[config.mk]
export PLATFORM = sky130hd
export DESIGN_NAME = key_debounce
export DESIGN_NICKNAME = d
export VERILOG_FILES = /design/src/rtl/key_debounce_pkg.sv /design/src/rtl/key_debounce_sync_2ff.sv /design/src/rtl/key_debounce.sv
export SDC_FILE = /design/constraint.sdc
export NUM_CORES = 1
export LEC_CHECK = 0
export CORE_MARGIN = 1
export CORE_UTILIZATION = 58
export DETAILED_ROUTE_END_ITERATION = 12
export GPL_TIMING_DRIVEN = 0
export PLACE_DENSITY_LB_ADDON = 0.25
export SYNTH_ARGS = -nofsm -noshare
export SYNTH_HDL_FRONTEND = slang
export SYNTH_SLANG_ARGS = --single-unit
[constraint.sdc]
create_clock -name clk -period 2 [get_ports clk]
set_clock_uncertainty 0.05 [all_clocks]
set_input_delay 0.3 -clock clk [delete_from_list [all_inputs] [get_ports clk]]
set_output_delay 0.3 -clock clk [all_outputs]
set_load 0.005 [all_outputs]
[src/rtl/key_debounce_pkg.sv]
// Shared constants for the key debouncer.
// The level constants state which raw pin level means "pressed" and which means "released".
package key_debounce_pkg;

  // 20 ms settling window at 50 MHz.
  localparam int CNT_MAX_DEFAULT = 1_000_000;

  // Board keys pull the pin low when pressed.
  localparam bit KEY_ACTIVE_LOW_DEFAULT = 1'b1;

  // Raw pin levels for the board-default polarity.
  localparam logic KEY_RELEASED = KEY_ACTIVE_LOW_DEFAULT ? 1'b1 : 1'b0;
  localparam logic KEY_PRESSED  = ~KEY_RELEASED;

  // Raw pin level that means "released" for a given polarity.
  function automatic logic released_level(input bit active_low);
    return active_low ? 1'b1 : 1'b0;
  endfunction

endpackage

[src/rtl/key_debounce_sync_2ff.sv]
// Two-flop synchroniser for the asynchronous key pin.
// The reset value is a parameter, so a key that is idle at reset is not seen as a change.
module sync_2ff #(
  parameter logic RESET_VAL = 1'b1
) (
  input  logic clk,
  input  logic rst,
  input  logic d,
  output logic q
);

  logic s1;
  logic s2;

  // Shift the raw pin through two flops; only the second flop is used downstream.
  always_ff @(posedge clk or negedge rst) begin
    if (!rst) begin
      s1 <= RESET_VAL;
      s2 <= RESET_VAL;
    end else begin
      s1 <= d;
      s2 <= s1;
    end
  end

  assign q = s2;

endmodule

[src/rtl/key_debounce.sv]
// Push-button conditioner: synchronise, filter bounce, and emit one key_pulse per accepted press.
// Optional feature: define KEY_DEBOUNCE_LEVEL_EN to add the key_level output
// (debounced level, 1 = pressed).
module key_debounce
  import key_debounce_pkg::*;
#(
  parameter int CNT_MAX        = CNT_MAX_DEFAULT,
  parameter bit KEY_ACTIVE_LOW = KEY_ACTIVE_LOW_DEFAULT
) (
  input  logic clk,
  input  logic rst,
  input  logic key,
  output logic key_pulse
`ifdef KEY_DEBOUNCE_LEVEL_EN
  ,
  output logic key_level
`endif
);

  localparam logic REL_LVL   = released_level(KEY_ACTIVE_LOW);
  localparam logic PRESS_LVL = ~REL_LVL;
  localparam int   CW        = $clog2(CNT_MAX);
  localparam logic [CW-1:0] CNT_LAST = CW'(CNT_MAX - 1);

  logic          key_sync;
  logic          stable;
  logic [CW-1:0] cnt;

  sync_2ff #(
    .RESET_VAL(REL_LVL)
  ) u_sync (
    .clk(clk),
    .rst(rst),
    .d  (key),
    .q  (key_sync)
  );

  // Count consecutive samples that differ from the accepted level. Any sample that matches the
  // accepted level restarts the count. A full run moves the accepted level. key_pulse fires on
  // the same edge when the move is into the pressed level.
  always_ff @(posedge clk or negedge rst) begin
    if (!rst) begin
      stable    <= REL_LVL;
      cnt       <= '0;
      key_pulse <= 1'b0;
    end else begin
      key_pulse <= 1'b0;
      if (key_sync == stable) begin
        cnt <= '0;
      end else if (cnt == CNT_LAST) begin
        stable    <= key_sync;
        cnt       <= '0;
        key_pulse <= (key_sync == PRESS_LVL);
      end else begin
        cnt <= cnt + CW'(1);
      end
    end
  end

`ifdef KEY_DEBOUNCE_LEVEL_EN
  assign key_level = (stable == PRESS_LVL);
`endif

endmodule

======== Yosys cells after proc, flatten, opt, wreduce, memory -nomap -nowiden ========
Cells that the tools add are included.
cells by class
  mux-type cells .......................... 4
  equality and inequality tests ........... 2
  add/subtract/negate cells ............... 1
  bitwise logic cells ..................... 2
  reductions and logical operators ........ 1
operators by type and width
  cell                                            count
  two-way mux 20 bit                              2
  adder 20 x 1 -> 20 bit (second input constant)  1
  == test 20 bit (second input constant)          1
  two-way mux 1 bit                               2
  NOT 1 bit                                       2
  AND reduction 2 bit                             1
  == test 1 bit                                   1
word-level totals
  register bits after elaboration ......... 24
  input port bits ......................... 3

======== Logic depth before layout (Yosys ltp) ========
Gate-level depths: netlist of run 1.
  depth in word-level cells ............... 3
  gate-level depth with buffers ........... 6
  depth with buffers taken out ............ 5

======== By module ========
Synthesis of run 1 repeated with hierarchy kept, for this count alone.
unflattened totals
  cell total of the unflattened synthesis .. 116
  area total of the unflattened synthesis .. 1,139.8 sq um
by module, submodules not included
  module        seq. area each (sq um)  instances  area an instance (sq um)  cells each
  key_debounce  551.8                   1          1,087.3                   114
  sync_2ff      52.6                    1          52.6                      2

======== Worst setup path before layout of run 1 ========
No wires, ideal clock.
  path type ............................... register to register
  from .................................... register cnt[0]
  to ...................................... register cnt[10]
  cell stages (with the launch flop) ...... 7
  data arrival time ....................... 1.479 ns
  path slack .............................. 0.353 ns
  required time ........................... 1.831 ns
  path through ............................ dfrtp_1 > ha_1 > and2_1 > nand2_1 > o31ai_4 > buf_6 > nor2_1
on the way
  cells in the longest elaborated chain, start to end .. 3
RTL lines
  item                                                      RTL line                                RTL
  from (decl)                                               key_debounce.sv:27                      logic [CW-1:0] cnt;
  from (signal assigned)                                    key_debounce.sv:55                      cnt <= cnt + CW'(1);
  adder 20 x 1 -> 20 bit or == test 20 bit (tied branches)  key_debounce.sv:55, key_debounce.sv:50
  two-way mux 20 bit *                                      key_debounce.sv:50                      end else if (cnt == CNT_LAST) begin
  two-way mux 20 bit *                                      key_debounce.sv:48                      if (key_sync == stable) begin
Every way passes the cells marked *; elsewhere a longest branch is shown, timed or not.
A chain may end at the register's enable or synchronous reset.

======== Worst setup path after layout of run 1 ========
  from .................................... register cnt[0]
  to ...................................... register stable
on the way
  cells in the longest elaborated chain, start to end .. 2
RTL lines
  item                                  RTL line            RTL
  == test 20 bit                        key_debounce.sv:50
  AND reduction 2 bit (no source line)  n/a
  to (signal assigned)                  key_debounce.sv:51  stable <= key_sync;
  to (decl)                             key_debounce.sv:26  logic stable;
Every way passes these cells.

==> qor.txt, run 1 <==
Area occupied by multi-input gates = 556 sq um
Die X = 47.2 um
Clock buffer depth = 2
Cell family with most CP delay = simple AND/OR/NAND/NOR gates
Path length in cells of the critical path = 5
Sequential share of power = 0.568
Initial antenna violation count = 0
Worst setup EP type = flop
Kind of critical path = reg2reg
Syn-to-layout area delta = 10.9%
Critical Path RT = 2.19 ns
TritonRoute pass-1 iters = 4
Mapped Nets = 115
Endpoints failing setup = 0
Maxcap violations = 0
Worst slack, placed = 0.0960 ns
Synthesized area = 0.00119 sq mm
Sequential-to-total area share from yosys stat = 0.509
Status = finished, final reports clean
Final period util = 0.888
Max FO, Critical Path = 4
Share of the synthesized area in the top cell type = 0.443
Mean Syn Cell Area = 10.7 sq um
Number of diodes = 0
Gpl congestion = 0.883
Psw = 170 uW
Final global-route overflow total = 0
Fill count = 136
Combinational share of power = 0.042
Clock power frac = 0.390
Top Ports = 4
Clock Latency Late Sink = 0.31 ns
Worst r2r path cells = 5
Slew Limit Headroom = 0.308
CP max stage delay = 0.43 ns
Worst-path cell chain = ha_1 > and2_1 > nand2_1 > nor3_2 > mux2_1
Final WS setup = 0.224 ns
Synth area leader = dfrtp_1
WHS Path Cells = 0
Wire length per cell = 15.0 um
Switching portion of total power = 0.193
Dpl hpwl = 1570 um
Fin. max-slew vios = 0
DRC = 0
Die Area = 0.00223 sq mm
Min cycle time layout = 1.78 ns
CTS root buffer = clkbuf_4
First-pass GRT wire length = 3620 um
Antenna Nets Post-Route = 0
Die Ht = 47.2 um
Fmax = 563 MHz
Number of DRC markers in iteration 0 = 12
Core Region = 0.00182 sq mm
Num rows = 15
Dpl cell area = 0.00125 sq mm
Htree depth = 1
Largest net degree at the start of global routing = 25
Synth top area cells = dfrtp_1 44%, xnor2_1 8.1%, dfstp_2 6.6%
Non-Filler Cell Area, Final = 0.00132 sq mm
Worst-Margin Slew = 1.03 ns
Post-synthesis register bit count = 24
Total GRT Usage = 0.236
HP Class = reg2reg
FF+latch area = 604 sq um
Final std cells w/o fill = 145
Final Hold Vio Count = 0
Worst Setup Start Kind = flop
Yosys warnings = 0
Synth Flop Type = dfrtp_1
Internal power = 711 uW
CTS Buf Count = 3
CP max-delay cell = dfrtp_1
Vias = 854
Fin nets = 125
Hold Slack = 0.328 ns
Setup TNS Final = 0 ns
Leak = 0.528 nW
Library cells used by synthesis = 31
Syn Inst Count = 111
Wirelength, routed = 2180 um
CTS hold repair buffers = 0
Max VDD drop = 0.544 mV
RSZ-0062 raised after global routing = no
Buffers on Ports = 3
Share of cells above drive strength 1 = 0.133
CP Buf/Inv Count = 0
Post-synth EDFFs = 0
CTS tree = yes
Via density = 5.89
Pwr per Cell Area = 670 mW/mm^2
Inst Count DP = 139
Number of global-route vias before repair = 854
# clock sinks = 24
Starting density of the core = 0.652
CP Data Arrival Time = 1.97 ns
Synth async-reset ratio = 1.00
Reg clk slew, reported paths = 0.13 ns
## synthesized netlist by cell type, types with 2 or more instances
cell type,instances
a21oi_1,3
and3_1,3
dfrtp_1,21
dfstp_2,3
inv_1,4
nand2_1,6
nand3_1,6
nand4_1,4
nand4_2,2
nor2_1,18
nor3_1,3
nor4_1,5
xnor2_1,11
xor2_1,5
## stage by stage
stage          power [mW]  utilization
2_1_floorplan       0.525            -
3_3_place_gp        0.541        0.685
3_5_place_dp        0.545        0.685
4_1_cts             0.889        0.714
5_1_grt             0.911        0.722
6_report            0.882        0.722
## metal layers
metal / global-route usage / vias to the layer above / share of wire
li1: - / 411 / -
met1: 0.291 / 438 / 0.45
met2: 0.416 / 3 / 0.53
met3: 0.0269 / 2 / 0.012
met4: 0.0971 / 0 / 0.0055
met5: 0 / - / 0
## power groups by stage
stage | Sequential, mW | Clock [mW] | Combinational, mW
final | 0.501 | 0.343 | 0.0372
after CTS | 0.501 | 0.352 | 0.0357
after detailed placement | 0.510 | 0 | 0.0353
after global placement | 0.508 | 0 | 0.0330
after floorplan | 0.508 | 0 | 0.0171
after global routing | 0.502 | 0.366 | 0.0428
## cell usage in the layout, fill, tap and decap left out, types with 2 or more instances in the layout
cell and count:
xor2_1 5, clkdlybuf4s50_1 3, nand3_1 6, and3_1 3, xnor2_1 11, nor4_1 5, inv_1 4, buf_4 2
a21oi_1 3, dfrtp_1 21, nor3_1 3, nand4_2 2, nand2_1 6, nand4_1 4, clkbuf_4 3, dfstp_2 3
nor2_1 18
## logic make-up after synthesis
group,Yosys count,synth area share
and+or+nand+nor,57,0.277
DFF,24,0.509
xor gates and xnor gates,16,0.118
AOI/OAI and AO/OA,6,0.0443
buffers and inverters,5,0.0221
muxes,2,0.0179
adders and majority gates,1,0.0105
## cell type report
class	instances	share of cell area
flip-flops and latches	24	0.460
multi-input cells	82	0.422
clock inverters	1	0.0228
inverters	4	0.0114
repair buffers	5	0.0343
plain buffers	1	0.00856
well taps	25	0.0238
clock buffers	3	0.0171
## sequential cells by signal, summed over array words and instances, names as in the netlist
signal and cells:
cnt 20, key_pulse 1, stable 1, u_sync.q 1, u_sync.s1 1
## repair_timing
action / CTS / global route
endpoints found under the setup margin: 0 / 10
hold endpoints to repair: 0 / 0
setup buffers: 0 / 2
resized for setup: 0 / 0
## path summary, 6_finish.rpt
kind / start / to / slack, ns
worst min-delay path: u_sync.s1 / u_sync.q / 0.33
worst min register to register: u_sync.s1 / u_sync.q / 0.33
worst max-delay path: cnt[0] / stable / 0.22
max in group asynchronous: rst / cnt[1] / 0.79
min in group asynchronous: rst / cnt[12] / 0.49
worst max register to register: cnt[0] / stable / 0.22
Power figures use the tool's default switching activity.
==> run 2, diff against run 1 <==
--- a/config.mk
+++ b/config.mk
@@ -8,6 +8,7 @@
 export CORE_MARGIN = 1
 export CORE_UTILIZATION = 58
 export DETAILED_ROUTE_END_ITERATION = 12
+export GPL_ROUTABILITY_DRIVEN = 0
 export GPL_TIMING_DRIVEN = 0
 export PLACE_DENSITY_LB_ADDON = 0.25
 export SYNTH_ARGS = -nofsm -noshare
==> constraint.sdc (replaced) <==
create_clock -name clk -period 2.1 [get_ports clk]
set_clock_uncertainty 0.05 [all_clocks]
set_input_delay 0.315 -clock clk [delete_from_list [all_inputs] [get_ports clk]]
set_output_delay 0.315 -clock clk [all_outputs]
set_load 0.005 [all_outputs]
==> qor.txt, run 2 (synthesized netlist as in run 1, its figures left out) <==
WHS Path Cells = 0
Worst setup EP type = flop
First-pass GRT wire length = 3620 um
Num rows = 15
Wire length per cell = 14.7 um
Psw = 161 uW
Final period util = 0.910
Wirelength, routed = 2100 um
Syn-to-layout area delta = 9.60%
Maxcap violations = 0
Final std cells w/o fill = 143
Worst slack, placed = 0.196 ns
Number of diodes = 0
Status = finished, final reports clean
Post-CTS setup buffers = 0
Buffers on Ports = 3
Initial antenna violation count = 0
Worst-Margin Slew = 1.03 ns
Via density = 5.79
Worst Setup Start Kind = flop
Combinational share of power = 0.039
Final Hold Vio Count = 0
Starting density of the core = 0.652
Endpoints failing setup = 0
Worst Setup SP = cnt[0]
Worst R2R End = cnt[13]
Vias = 828
Resized Gates After CTS = 0
Pwr per Cell Area = 643 mW/mm^2
Core Region = 0.00182 sq mm
Antenna Nets Post-Route = 0
Die X = 47.2 um
Dpl hpwl = 1570 um
Max FO, Critical Path = 10
CTS hold repair buffers = 0
Largest net degree at the start of global routing = 25
Clock power frac = 0.391
Fin. max-slew vios = 0
DRC = 0
Sequential share of power = 0.570
RSZ-0062 raised after global routing = no
Most frequent cells in the layout = 21 x dfrtp_1, 18 x nor2_1, 11 x xnor2_1
Fmax = 523 MHz
Htree depth = 1
Setup TNS Final = 0 ns
Number of DRC markers in iteration 0 = 8
# clock sinks = 24
Inst Count DP = 139
Leak = 0.518 nW
Commonest non-fill, non-tap cell in the layout = dfrtp_1
CTS root buffer = clkbuf_4
Clock Latency Late Sink = 0.31 ns
Top Ports = 4
Internal power = 675 uW
Final global-route overflow total = 0
Clock buffer depth = 2
Top reg by flops = cnt
Max VDD drop = 0.517 mV
Die Area = 0.00223 sq mm
HP Class = reg2reg
Fin nets = 123
Number of global-route vias before repair = 854
Min cycle time layout = 1.91 ns
Slew Limit Headroom = 0.313
Worst r2r path cells = 6
CP Data Arrival Time = 2.07 ns
Die Ht = 47.2 um
Reg clk slew, reported paths = 0.13 ns
Kind of critical path = reg2reg
CTS tree = yes
Share of cells above drive strength 1 = 0.119
Worst reg2reg path startpoint = cnt[0]
TritonRoute pass-1 iters = 4
CTS Buf Count = 3
Largest register FFs = 20
Total GRT Usage = 0.236
Hold path startpoint = u_sync.s1
R2R setup slack = 0.19 ns
Final WS setup = 0.188 ns
Critical Path RT = 2.26 ns
Switching portion of total power = 0.193
Worst Hold Path EP = u_sync.q
run 2: cell types whose count changed in the layout (fill, tap and decap cells not counted), sizes merged:
cell | before | now
buf | 3 | 1
run 2: critical path: stages, from the launching register on:
cell and delay [ns]:
dfrtp_1 0.42, ha_1 0.22, and2_1 0.18, nand2_1 0.15
o31ai_4 0.51, buf_6 0.21, nor2_1 0.06
run 2: layer usage:
layer  GRT usage  wire (um)
met1       0.291        920
met2       0.416       1120
met3      0.0269         42
met4      0.0971         12
met5           0          0
run 2: worst max-delay path by stage:
| stage | to | slack (ns) |
|---|---|---|
| floorplan | cnt[10] | 0.45 |
| global placement | cnt[9] | 0.25 |
| detailed placement | cnt[13] | 0.20 |
| CTS | cnt[13] | 0.16 |
| global route | cnt[15] | 0.006 |
| finish | cnt[13] | 0.19 |
run 2: final cells by class:
| cell class | count | area, sq um |
|---|---|---|
| flip-flops and latches | 24 | 604 |
| inverters | 4 | 15.0 |
| multi-input cells | 82 | 556 |
| fillers | 137 | 520 |
| clock buffers | 3 | 22.5 |
| clock inverters | 1 | 30.0 |
| repair buffers | 3 | 30.0 |
| plain buffers | 1 | 11.3 |
| well taps | 25 | 31.3 |
run 2: power by group through the flow:
stage          Clock [mW]  Sequential (mW)  Combinational [mW]
2_1_floorplan           0            0.483              0.0163
3_3_place_gp            0            0.484              0.0314
3_5_place_dp            0            0.485              0.0336
4_1_cts             0.335            0.477              0.0340
5_1_grt             0.349            0.478              0.0379
6_report            0.327            0.477              0.0325
run 2: stage by stage:
step                hold WS [ns]  utilization  cell area, sq um  power, mW
floorplan                -0.0306            -              1190      0.500
detailed placement         0.304        0.685              1250      0.519
global placement           0.297        0.685              1250      0.515
finish                     0.325        0.714              1300      0.836
global route               0.334        0.714              1300      0.864
CTS                        0.327        0.714              1300      0.846
==> run 3, diff against run 2 <==
--- a/config.mk
+++ b/config.mk
@@ -14,3 +14,4 @@
 export SYNTH_ARGS = -nofsm -noshare
 export SYNTH_HDL_FRONTEND = slang
 export SYNTH_SLANG_ARGS = --single-unit
+export TNS_END_PERCENT = 20
==> results of run 3 <==
The final DEF is identical to that of run 2; final timing and power are the same.
